### src/rtl/alu_issue_ctrl_if.sv
// Issue, ALU drive/return and write-back signal bundle for alu_issue_ctrl.
// The master side is the controller; the slave side is the decode stage, ALU and register file.
interface alu_issue_ctrl_if;
  logic        issue_valid;
  logic        issue_ready;
  logic [5:0]  opcode;
  logic [5:0]  funct;
  logic [15:0] imm;
  logic [4:0]  rd_idx;
  logic [31:0] rs_val;
  logic [31:0] rt_val;
  logic [3:0]  ALU_control;
  logic [31:0] ALU_op_1;
  logic [31:0] ALU_op_2;
  logic [31:0] ALU_result;
  logic [7:0]  ALU_status;
  logic        wb_valid;
  logic        wb_we;
  logic [4:0]  wb_idx;
  logic [31:0] wb_data;
  logic        wb_zero;
  logic        exc_valid;
  logic [1:0]  exc_cause;
  logic        sticky_clr;
  logic [7:0]  sticky_status;

  modport master (
    input  issue_valid, opcode, funct, imm, rd_idx, rs_val, rt_val,
    input  ALU_result, ALU_status, sticky_clr,
    output issue_ready, ALU_control, ALU_op_1, ALU_op_2,
    output wb_valid, wb_we, wb_idx, wb_data, wb_zero, exc_valid, exc_cause, sticky_status
  );

  modport slave (
    output issue_valid, opcode, funct, imm, rd_idx, rs_val, rt_val,
    output ALU_result, ALU_status, sticky_clr,
    input  issue_ready, ALU_control, ALU_op_1, ALU_op_2,
    input  wb_valid, wb_we, wb_idx, wb_data, wb_zero, exc_valid, exc_cause, sticky_status
  );
endinterface

### src/rtl/alu_issue_ctrl.sv
// Three-cycle issue/capture controller in front of a combinational MIPS ALU:
// decode and drive operands, capture the ALU result, emit a write-back beat with trap detection.
module alu_issue_ctrl #(
  parameter logic [7:0] STICKY_MASK = 8'hFF,
  parameter bit         TRAP_ON_OVF = 1'b1
) (
  input logic              clk,
  input logic              rst_n,
  alu_issue_ctrl_if.master bus
);

  localparam logic [1:0] StIdle    = 2'd0;
  localparam logic [1:0] StDrive   = 2'd1;
  localparam logic [1:0] StCapture = 2'd2;

  localparam logic [3:0] CtlAnd  = 4'b0000;
  localparam logic [3:0] CtlOr   = 4'b0001;
  localparam logic [3:0] CtlAdd  = 4'b0010;
  localparam logic [3:0] CtlMult = 4'b0100;
  localparam logic [3:0] CtlDiv  = 4'b0101;
  localparam logic [3:0] CtlSub  = 4'b0110;
  localparam logic [3:0] CtlSlt  = 4'b0111;
  localparam logic [3:0] CtlNor  = 4'b1100;

  logic [1:0]  state_q, state_d;
  logic        ready_q;
  logic [3:0]  ctl_q;
  logic [31:0] op1_q, op2_q;
  logic        ill_q, ovf_chk_q, div_q, no_wr_q;
  logic [4:0]  rd_q;
  logic        wb_valid_q, wb_we_q, wb_zero_q, exc_valid_q;
  logic [4:0]  wb_idx_q;
  logic [31:0] wb_data_q;
  logic [1:0]  exc_cause_q;
  logic [7:0]  sticky_q, sticky_d;

  logic [3:0]  dec_ctl;
  logic [31:0] dec_op2, imm_sext, imm_zext;
  logic        dec_ill, dec_ovf_chk, dec_div, dec_no_wr;
  logic        accept, capture;
  logic        trap_div, trap_ovf, trap;
  logic [1:0]  cause;

  assign imm_sext = {{16{bus.imm[15]}}, bus.imm};
  assign imm_zext = {16'h0000, bus.imm};

  always_comb begin
    dec_ctl     = CtlAdd;
    dec_op2     = bus.rt_val;
    dec_ill     = 1'b0;
    dec_ovf_chk = 1'b0;
    dec_div     = 1'b0;
    dec_no_wr   = 1'b0;
    if (bus.opcode == 6'h00) begin
      case (bus.funct)
        6'h20: dec_ovf_chk = 1'b1;
        6'h21: dec_ctl = CtlAdd;
        6'h22: begin
          dec_ctl     = CtlSub;
          dec_ovf_chk = 1'b1;
        end
        6'h23: dec_ctl = CtlSub;
        6'h24: dec_ctl = CtlAnd;
        6'h25: dec_ctl = CtlOr;
        6'h27: dec_ctl = CtlNor;
        6'h2A: dec_ctl = CtlSlt;
        6'h18: dec_ctl = CtlMult;
        6'h1A: begin
          dec_ctl = CtlDiv;
          dec_div = 1'b1;
        end
        default: dec_ill = 1'b1;
      endcase
    end else begin
      case (bus.opcode)
        6'h08: begin
          dec_op2     = imm_sext;
          dec_ovf_chk = 1'b1;
        end
        6'h09, 6'h23: dec_op2 = imm_sext;
        6'h2B: begin
          dec_op2   = imm_sext;
          dec_no_wr = 1'b1;
        end
        6'h0A: begin
          dec_ctl = CtlSlt;
          dec_op2 = imm_sext;
        end
        6'h0C: begin
          dec_ctl = CtlAnd;
          dec_op2 = imm_zext;
        end
        6'h0D: begin
          dec_ctl = CtlOr;
          dec_op2 = imm_zext;
        end
        6'h04, 6'h05: begin
          dec_ctl   = CtlSub;
          dec_no_wr = 1'b1;
        end
        default: dec_ill = 1'b1;
      endcase
    end
  end

  assign accept  = (state_q == StIdle) && ready_q && bus.issue_valid;
  assign capture = (state_q == StDrive);

  // Trap priority: illegal over divide-by-zero over signed overflow.
  assign trap_div = div_q && bus.ALU_status[2];
  assign trap_ovf = TRAP_ON_OVF && ovf_chk_q && bus.ALU_status[5];
  assign trap     = ill_q || trap_div || trap_ovf;
  assign cause    = ill_q ? 2'b11 : trap_div ? 2'b10 : trap_ovf ? 2'b01 : 2'b00;

  always_comb begin
    state_d = state_q;
    case (state_q)
      StIdle:    if (accept) state_d = StDrive;
      StDrive:   state_d = StCapture;
      StCapture: state_d = StIdle;
      default:   state_d = StIdle;
    endcase
  end

  // A clear coinciding with a capture keeps only the newly captured bits.
  always_comb begin
    sticky_d = bus.sticky_clr ? 8'h00 : sticky_q;
    if (capture && !ill_q) sticky_d = sticky_d | (bus.ALU_status & STICKY_MASK);
  end

  always_ff @(posedge clk or negedge rst_n) begin
    if (!rst_n) begin
      state_q     <= StIdle;
      ready_q     <= 1'b1;
      ctl_q       <= 4'b0000;
      op1_q       <= 32'h0;
      op2_q       <= 32'h0;
      ill_q       <= 1'b0;
      ovf_chk_q   <= 1'b0;
      div_q       <= 1'b0;
      no_wr_q     <= 1'b0;
      rd_q        <= 5'd0;
      wb_valid_q  <= 1'b0;
      wb_we_q     <= 1'b0;
      wb_idx_q    <= 5'd0;
      wb_data_q   <= 32'h0;
      wb_zero_q   <= 1'b0;
      exc_valid_q <= 1'b0;
      exc_cause_q <= 2'b00;
      sticky_q    <= 8'h00;
    end else begin
      state_q     <= state_d;
      ready_q     <= (state_d == StIdle);
      wb_valid_q  <= capture;
      wb_we_q     <= capture && !trap && !no_wr_q;
      exc_valid_q <= capture && trap;
      sticky_q    <= sticky_d;
      if (accept) begin
        ctl_q     <= dec_ill ? CtlAdd : dec_ctl;
        op1_q     <= dec_ill ? 32'h0 : bus.rs_val;
        op2_q     <= dec_ill ? 32'h0 : dec_op2;
        ill_q     <= dec_ill;
        ovf_chk_q <= dec_ovf_chk;
        div_q     <= dec_div;
        no_wr_q   <= dec_no_wr;
        rd_q      <= bus.rd_idx;
      end
      if (capture) begin
        wb_data_q   <= bus.ALU_result;
        wb_idx_q    <= rd_q;
        wb_zero_q   <= bus.ALU_status[7];
        exc_cause_q <= cause;
      end
    end
  end

  assign bus.issue_ready   = ready_q;
  assign bus.ALU_control   = ctl_q;
  assign bus.ALU_op_1      = op1_q;
  assign bus.ALU_op_2      = op2_q;
  assign bus.wb_valid      = wb_valid_q;
  assign bus.wb_we         = wb_we_q;
  assign bus.wb_idx        = wb_idx_q;
  assign bus.wb_data       = wb_data_q;
  assign bus.wb_zero       = wb_zero_q;
  assign bus.exc_valid     = exc_valid_q;
  assign bus.exc_cause     = exc_cause_q;
  assign bus.sticky_status = sticky_q;

endmodule

### src/flat_wrapper.sv
// flat-port wrapper written by rule: the top's interface ports become plain ports
module alu_issue_ctrl_flat 
#(
  parameter logic [7:0] STICKY_MASK = 8'hFF,
  parameter bit         TRAP_ON_OVF = 1'b1
)
  (clk, rst_n, bus_issue_valid, bus_opcode, bus_funct, bus_imm, bus_rd_idx, bus_rs_val, bus_rt_val, bus_ALU_result, bus_ALU_status, bus_sticky_clr, bus_issue_ready, bus_ALU_control, bus_ALU_op_1, bus_ALU_op_2, bus_wb_valid, bus_wb_we, bus_wb_idx, bus_wb_data, bus_wb_zero, bus_exc_valid, bus_exc_cause, bus_sticky_status);
  alu_issue_ctrl_if bus_i ();
  input logic clk;
  input logic rst_n;
  input wire logic [$bits(bus_i.issue_valid)-1:0] bus_issue_valid;
  input wire logic [$bits(bus_i.opcode)-1:0] bus_opcode;
  input wire logic [$bits(bus_i.funct)-1:0] bus_funct;
  input wire logic [$bits(bus_i.imm)-1:0] bus_imm;
  input wire logic [$bits(bus_i.rd_idx)-1:0] bus_rd_idx;
  input wire logic [$bits(bus_i.rs_val)-1:0] bus_rs_val;
  input wire logic [$bits(bus_i.rt_val)-1:0] bus_rt_val;
  input wire logic [$bits(bus_i.ALU_result)-1:0] bus_ALU_result;
  input wire logic [$bits(bus_i.ALU_status)-1:0] bus_ALU_status;
  input wire logic [$bits(bus_i.sticky_clr)-1:0] bus_sticky_clr;
  output wire logic [$bits(bus_i.issue_ready)-1:0] bus_issue_ready;
  output wire logic [$bits(bus_i.ALU_control)-1:0] bus_ALU_control;
  output wire logic [$bits(bus_i.ALU_op_1)-1:0] bus_ALU_op_1;
  output wire logic [$bits(bus_i.ALU_op_2)-1:0] bus_ALU_op_2;
  output wire logic [$bits(bus_i.wb_valid)-1:0] bus_wb_valid;
  output wire logic [$bits(bus_i.wb_we)-1:0] bus_wb_we;
  output wire logic [$bits(bus_i.wb_idx)-1:0] bus_wb_idx;
  output wire logic [$bits(bus_i.wb_data)-1:0] bus_wb_data;
  output wire logic [$bits(bus_i.wb_zero)-1:0] bus_wb_zero;
  output wire logic [$bits(bus_i.exc_valid)-1:0] bus_exc_valid;
  output wire logic [$bits(bus_i.exc_cause)-1:0] bus_exc_cause;
  output wire logic [$bits(bus_i.sticky_status)-1:0] bus_sticky_status;
  assign bus_i.issue_valid = bus_issue_valid;
  assign bus_i.opcode = bus_opcode;
  assign bus_i.funct = bus_funct;
  assign bus_i.imm = bus_imm;
  assign bus_i.rd_idx = bus_rd_idx;
  assign bus_i.rs_val = bus_rs_val;
  assign bus_i.rt_val = bus_rt_val;
  assign bus_i.ALU_result = bus_ALU_result;
  assign bus_i.ALU_status = bus_ALU_status;
  assign bus_i.sticky_clr = bus_sticky_clr;
  assign bus_issue_ready = bus_i.issue_ready;
  assign bus_ALU_control = bus_i.ALU_control;
  assign bus_ALU_op_1 = bus_i.ALU_op_1;
  assign bus_ALU_op_2 = bus_i.ALU_op_2;
  assign bus_wb_valid = bus_i.wb_valid;
  assign bus_wb_we = bus_i.wb_we;
  assign bus_wb_idx = bus_i.wb_idx;
  assign bus_wb_data = bus_i.wb_data;
  assign bus_wb_zero = bus_i.wb_zero;
  assign bus_exc_valid = bus_i.exc_valid;
  assign bus_exc_cause = bus_i.exc_cause;
  assign bus_sticky_status = bus_i.sticky_status;
  alu_issue_ctrl #(.STICKY_MASK(STICKY_MASK), .TRAP_ON_OVF(TRAP_ON_OVF)) u_core (.clk(clk), .rst_n(rst_n), .bus(bus_i));
endmodule
### config.mk
export PLATFORM = sky130hd
export DESIGN_NAME = alu_issue_ctrl_flat
export DESIGN_NICKNAME = d
export VERILOG_FILES = /design/src/rtl/alu_issue_ctrl_if.sv /design/src/rtl/alu_issue_ctrl.sv /design/src/flat_wrapper.sv
export SDC_FILE = /design/constraint.sdc
export NUM_CORES = 1
export LEC_CHECK = 0
export CAP_MARGIN = 20
export CORE_MARGIN = 2
export CORE_UTILIZATION = 41
export CTS_CLUSTER_SIZE = 8
export DETAILED_ROUTE_END_ITERATION = 10
export PLACE_DENSITY_LB_ADDON = 0.1
export SYNTH_ARGS = -nofsm -noshare
export SYNTH_HDL_FRONTEND = slang
export SYNTH_SLANG_ARGS = --single-unit
export TNS_END_PERCENT = 10
### constraint.sdc
create_clock -name clk -period 2 [get_ports clk]
set_input_delay 0.4 -clock clk [delete_from_list [all_inputs] [get_ports clk]]
set_output_delay 0.4 -clock clk [all_outputs]
set_load 0.01 [all_outputs]
==> results of run 1 <==
==> final cells by class <==
class / instances / area, sq um / share of cell area [%]
Inverter: 12 / 45.0 / 0.497
Clock buffer: 22 / 464 / 5.12
Clock inverter: 9 / 154 / 1.70
Multi-Input combinational cell: 355 / 1910 / 21.1
Sequential cell: 130 / 3250 / 35.9
Timing Repair Buffer: 305 / 3030 / 33.4
Tap cell: 172 / 215 / 2.37
==> kinds of logic (layout without fill, tap and decap cells) <==
family                    after synthesis  in the layout  synth area share, %
DFF                                   130            130                 60.5
muxes                                  18             18                 3.37
buffers and inverters                  48            348                 4.32
AOI/OAI and AO/OA                     104            104                 14.0
xor gates and xnor gates                1              1                0.163
and+or+nand+nor                       232            232                 17.6
==> stage by stage <==
step | std cells | instance area [sq um] | util (%)
final | 1005 | 9070 | 71.3
after global routing | 1005 | 9070 | 71.3
after CTS | 1005 | 9070 | 71.3
after detailed placement | 973 | 8440 | 66.4
after global placement | 973 | 8440 | 66.4
after floorplan | 533 | 5380 | -
==> power by group through the flow <==
stage	clock, W	sequential (W)	combinational, W
3_5_place_dp	0	0.00397	0.00399
6_report	0.00322	0.00396	0.00396
5_1_grt	0.00341	0.00405	0.00429
2_1_floorplan	0	0.00431	0.00123
3_3_place_gp	0	0.00395	0.00389
4_1_cts	0.00327	0.00395	0.00402
==> layer usage <==
metal,wire length [um],part of all wire [%],up-vias,track usage (%)
met3,1230,7.8,27,8.01
met5,0,0,-,0
met2,7750,49,209,38.1
li1,-,-,2372,-
met1,6520,41,2384,27.5
met4,376,2.4,0,7.51
==> sequential cells by signal, indices dropped and copies added, names as in the netlist, 2 cells and up <==
name and count:
u_core.bus.sticky_status 8, u_core.bus.wb_idx 5, u_core.bus.ALU_control 4, u_core.bus.ALU_op_2 32
u_core.bus.ALU_op_1 32, u_core.bus.exc_cause 2, u_core.bus.wb_data 32, u_core.rd_q 5
u_core.state_q 2
==> worst min path at each step <==
| stage | to | cells after the start |
|---|---|---|
| after global routing | u_core.bus.wb_data[10]$_DFFE_PN0P_ | 2 |
| after global placement | u_core.bus.wb_data[10]$_DFFE_PN0P_ | 1 |
| final | u_core.bus.wb_data[10]$_DFFE_PN0P_ | 2 |
| after detailed placement | u_core.bus.wb_data[10]$_DFFE_PN0P_ | 1 |
| after CTS | u_core.bus.wb_data[10]$_DFFE_PN0P_ | 2 |
| after floorplan | u_core.bus.ALU_control[0]$_DFFE_PN0P_ | 0 |
==> cell usage in the layout, fill, tap and decap left out, types with 2 or more instances in the layout <==
cell / n
o211ai_2: 2
mux2i_1: 17
nand2_1: 184
clkinvlp_4: 2
nand2b_1: 2
bufinv_16: 4
buf_12: 7
o31ai_1: 18
a22o_1: 34
or3b_1: 2
a31oi_1: 5
o21ai_0: 29
nor2_1: 26
clkbuf_1: 3
dfrtp_1: 129
clkdlybuf4s50_1: 259
o32ai_1: 2
a21oi_1: 5
nand3b_1: 2
nand3_1: 3
clkinv_2: 2
nor3_1: 2
nor3b_1: 2
inv_1: 10
nor2b_1: 2
clkbuf_8: 2
buf_4: 38
clkinv_1: 2
clkbuf_16: 17
==> what timing repair did <==
action                    CTS  global route
hold endpoints to repair   17             0
hold buffers                1             0
resized for setup           0             0
==> flow_summary.toml, run 1 <==
[status]
status = "finished clean"

[drt]
drt_first_pass_iters = 4
wl_per_cell_um = 15.8
viasPerCell = 4.97
drt_iter0_drc = 344
ant_nets = 0
drc = 0
routed_wl_um = 15900
num_vias = 4992

[clock_tree]
clock_path_buffers = 2
clock-root-buffer = "clkbuf_16"
clk_latency_ps = 400
clkTransAtPathRegs_ps = 50
cts_buffers = 17
cts_max_level = 4
cts_sinks = 130
cts_tree = "yes"
post_cts_buffers = 0

[yosys]
async_flop_share_pct = 100
synth_top_cell_area_share_pct = 60.0
netlist.top_cell.by_area = "dfrtp_1"
synth_top_cells_by_area = "dfrtp_1 (60%), nand2_1 (13%), a22o_1 (5.5%)"
synth_most_common_cell = "nand2_1"
ys_seq_elements = 130
syn_inst = 533
synth_nets = 674
synth_flop_cell = "dfrtp_1"
synth_common_cells = "nand2_1 (184), dfrtp_1 (129), a22o_1 (34), o21ai_0 (29), nor2_1 (26)"
synth_edf_count = 0
netlist_area_sq_um = 5380
synth_area_per_cell_sq_um = 10.1
ys_seq_area_share_pct = 60.5
yosysWarningCount = 0
synth.distinct_cells = 44

[place]
io_buffers = 260
detailed_place_hpwl_um = 11700
place.gp.congestion = 0.769
dp_worst_setup_slack_ps = -278

[power]
switchingPower_w = 0.00335
power.internal_w = 0.00779
p_per_area_nw_per_um2 = 1230
seqPwrFrac_pct = 35.6
clockPowerShare_pct = 28.9
leakagePower_nw = 4.07
vdd_drop_max_mv = 0.497
finalPower_w = 0.0111
combPwrFrac_pct = 35.5
p_sw_share_pct = 30.1

[floorplan]
dieArea_sq_um = 14100
rows = 41
die_h_um = 119
initial_core_util_pct = 42.3
coreArea_sq_um = 12700
die_w_um = 119
num_io_pins = 261

[critical_path]
cpPeakStageDelay_ps = 580
critical_path_depth = 1
crit-reg2reg-launch = "u_core.bus.issue_ready$_DFF_PN1_"
critPathArrivalTime_ps = 1540
crit_family = "buffers and inverters"
slowest_stage = "clkdlybuf4s50_1"
cp.buffers_inverters = 1
cp-endpoint = "bus_issue_ready"
required_ps = 1600
path_cells = "clkdlybuf4s50_1"
critPathCaptureType = "output pin"
r2r_cells = 5
crit_type = "reg -> out"
cp-startpoint = "u_core.bus.issue_ready$_DFF_PN1_"
rr_endpoint = "u_core.bus.ALU_op_2[21]$_DFFE_PN0P_"
regToRegSetupSlack_ps = 270
crit_path_start_kind = "flip-flop"
cp_max_fo = 2

[timing]
max-slew-margin-rel_pct = 62.4
worstMarginPinSlew_ps = 562
post-route-period-util_pct = 96.8
fmax_mhz = 517
finalSetupTns_ps = 0
period_minus_slack_ps = 1940
timing.hold.ws_ps = 439
report.final.setup_viol = 0
final-hold-violation-count = 0
finClkSkew_ps = 4.96
setup_ws_ps = 64.9
drv_slew = 0
rsz0062_at_grt = "false"

[global_route]
grtUsageTotal_pct = 22.8
first_global_vias = 5097
antenna_found_initial = 0
grt_max_degree = 50
overflow = 0
grt_first_pass_wirelength_um = 25500

[final_layout]
diodes = 0
n_fill_cell = 966
nets = 962
drive_above_1_share_pct = 9.72
area_delta_synth_final_pct = 68.6

[flow_run]
cap_violations = 0

[hold_path]
hp-class = "in -> async"
Note: power is estimated with default switching activity, not from simulation.
==> inputs of run 2 (changes only) <==
Settings changed: CELL_PAD_IN_SITES_DETAIL_PLACEMENT set to 0, CELL_PAD_IN_SITES_GLOBAL_PLACEMENT set to 2, CORE_UTILIZATION 41 to 23.
==> run 2 against run 1 <==
  * Die area increased by 75%
  * Non-clock buffer count decreased by 3
  * Maximum frequency increased by 0.64%
  * Global-route usage decreased by 8.4 points
  * First-iteration DRC count decreased by 19%
  * Critical endpoint unchanged
  * Clock skew increased by 16 ps
  * Final area increased by 1.4%
  * Hold slack got worse by 55 ps
==> flow_summary.toml, run 2 (synthesized netlist as in run 1, its figures left out) <==
[global_route]
grt_first_pass_wirelength_um = 27300
first_global_vias = 4878
overflow = 0
grt_max_degree = 57
grtUsageTotal_pct = 14.4
antenna_found_initial = 0

[timing]
max-slew-margin-rel_pct = 62.6
post-route-period-util_pct = 96.1
timing.hold.ws_ps = 384
setup_ws_ps = 77.3
period_minus_slack_ps = 1920
worstMarginPinSlew_ps = 559
report.final.setup_viol = 0
fmax_mhz = 520
drv_slew = 0
final-hold-violation-count = 0
finClkSkew_ps = 21.2

[critical_path]
cp_max_fo = 2
crit_family = "buffers and inverters"
cp.buffers_inverters = 1
rr_endpoint = "u_core.bus.ALU_op_2[19]$_DFFE_PN0P_"
r2r_cells = 5
critPathArrivalTime_ps = 1520
crit-reg2reg-launch = "u_core.bus.issue_ready$_DFF_PN1_"
path_cells = "clkdlybuf4s50_1"
critPathCaptureType = "output pin"
cpPeakStageDelay_ps = 560
crit_type = "reg -> out"
slowest_stage = "clkdlybuf4s50_1"
required_ps = 1600
crit_path_start_kind = "flip-flop"
regToRegSetupSlack_ps = 380

[drt]
ant_nets = 0
num_vias = 4870
wl_per_cell_um = 15.4
drc = 0
routed_wl_um = 17600
drt_iter0_drc = 279
viasPerCell = 4.26
drt_first_pass_iters = 6

[final_layout]
multi_input_area_sq_um = 1920
seq_area_sq_um = 3250
area_delta_synth_final_pct = 70.9
final_cell_mix = "clkdlybuf4s50_1 (259), nand2_1 (184), dfrtp_1 (129), buf_4 (35), a22o_1 (33)"
n_fill_cell = 2215
diodes = 0
drive_above_1_share_pct = 10.0
layout_commonest_cell = "clkdlybuf4s50_1"
nets = 959

[floorplan]
coreArea_sq_um = 22800
num_io_pins = 261
die_w_um = 157
dieArea_sq_um = 24600
rows = 55
die_h_um = 157
initial_core_util_pct = 23.6

[power]
seqPwrFrac_pct = 35.2
vdd_drop_max_mv = 0.463
leakagePower_nw = 4.05
p_per_area_nw_per_um2 = 1210
combPwrFrac_pct = 36.2
switchingPower_w = 0.00352
power.internal_w = 0.00763
p_sw_share_pct = 31.6
clockPowerShare_pct = 28.6

[clock_tree]
post_cts_buffers = 0
cts_max_level = 4
clkTransAtPathRegs_ps = 60
cts_tree = "yes"
clk_latency_ps = 430
cts_sinks = 130
clock_path_buffers = 2
clock-root-buffer = "clkbuf_16"
cts_buffers = 17

[hold_path]
hp-class = "in -> async"

[status]
status = "finished clean"

[place]
detailed_place_hpwl_um = 12700
place.gp.congestion = 0.709
dp_worst_setup_slack_ps = -369
io_buffers = 260

[flow_run]
cap_violations = 0
run 2: cell types whose count changed in the layout (fill, tap and decap cells not counted), moves of 2 or more:
cell	delta
clkbuf_8	-2
buf_4	-3
clkinv_4	+4
clkinv_2	+2
clkbuf_1	-2
run 2: worst max-delay path by stage:
stage,from,end,slack (ps),cells after the start
floorplan,bus_opcode[0],u_core.bus.ALU_op_1[31]$_DFFE_PN0P_,150,7
global placement,bus_funct[5],u_core.bus.ALU_control[1]$_DFFE_PN0P_,-370,6
detailed placement,bus_opcode[2],u_core.bus.ALU_control[1]$_DFFE_PN0P_,-370,7
CTS,u_core.bus.issue_ready$_DFF_PN1_,bus_issue_ready,40,1
global route,bus_opcode[5],u_core.bus.ALU_op_2[30]$_DFFE_PN0P_,-0.6,5
finish,u_core.bus.issue_ready$_DFF_PN1_,bus_issue_ready,80,1
run 2: worst register-to-register path, cell delays in order, from the launching register on:
cell,delay [ps]
dfstp_2,550
nand4bb_4,140
nor2_1,210
o211ai_2,160
buf_12,200
o31ai_1,280
run 2: layout make-up:
type	instances	share of cell area, %
Sequential cell	130	35.4
Timing Repair Buffer	302	32.6
Multi-Input combinational cell	355	20.9
Clock buffer	18	4.67
Tap cell	313	4.26
Clock inverter	13	1.75
Inverter	12	0.490
run 2: power groups by stage:
stage	Clock (W)	Sequential [W]	Combinational, W
global placement	0	0.00396	0.00406
finish	0.00319	0.00393	0.00403
CTS	0.00330	0.00394	0.00412
floorplan	0	0.00431	0.00123
detailed placement	0	0.00397	0.00411
global route	0.00340	0.00405	0.00444
run 2: repair_timing:
| item | 4_1_cts | 5_1_grt |
|---|---|---|
| resized for setup | 0 | 2 |
| hold endpoints to repair | 18 | 0 |
| hold buffers | 1 | 0 |
| setup endpoints to repair | 0 | 11 |
run 2: routing by layer:
layer	global-route usage (%)	part of all wire (%)	vias to the layer above
met3	5.12	7.9	13
met1	17.7	42	2310
met4	4.59	1.2	0
met2	23.7	49	177
met5	0	0	-
li1	-	-	2370
run 2: through the flow:
stage	util, %	TNS, ps	instance area (sq um)	power [W]	instances
2_1_floorplan	-	0	5380	0.00554	533
3_3_place_gp	37.7	-16080	8590	0.00802	1111
3_5_place_dp	37.7	-20200	8590	0.00809	1111
4_1_cts	40.4	0	9190	0.0114	1143
5_1_grt	40.4	-0.602	9200	0.0119	1143
6_report	40.4	0	9200	0.0112	1143
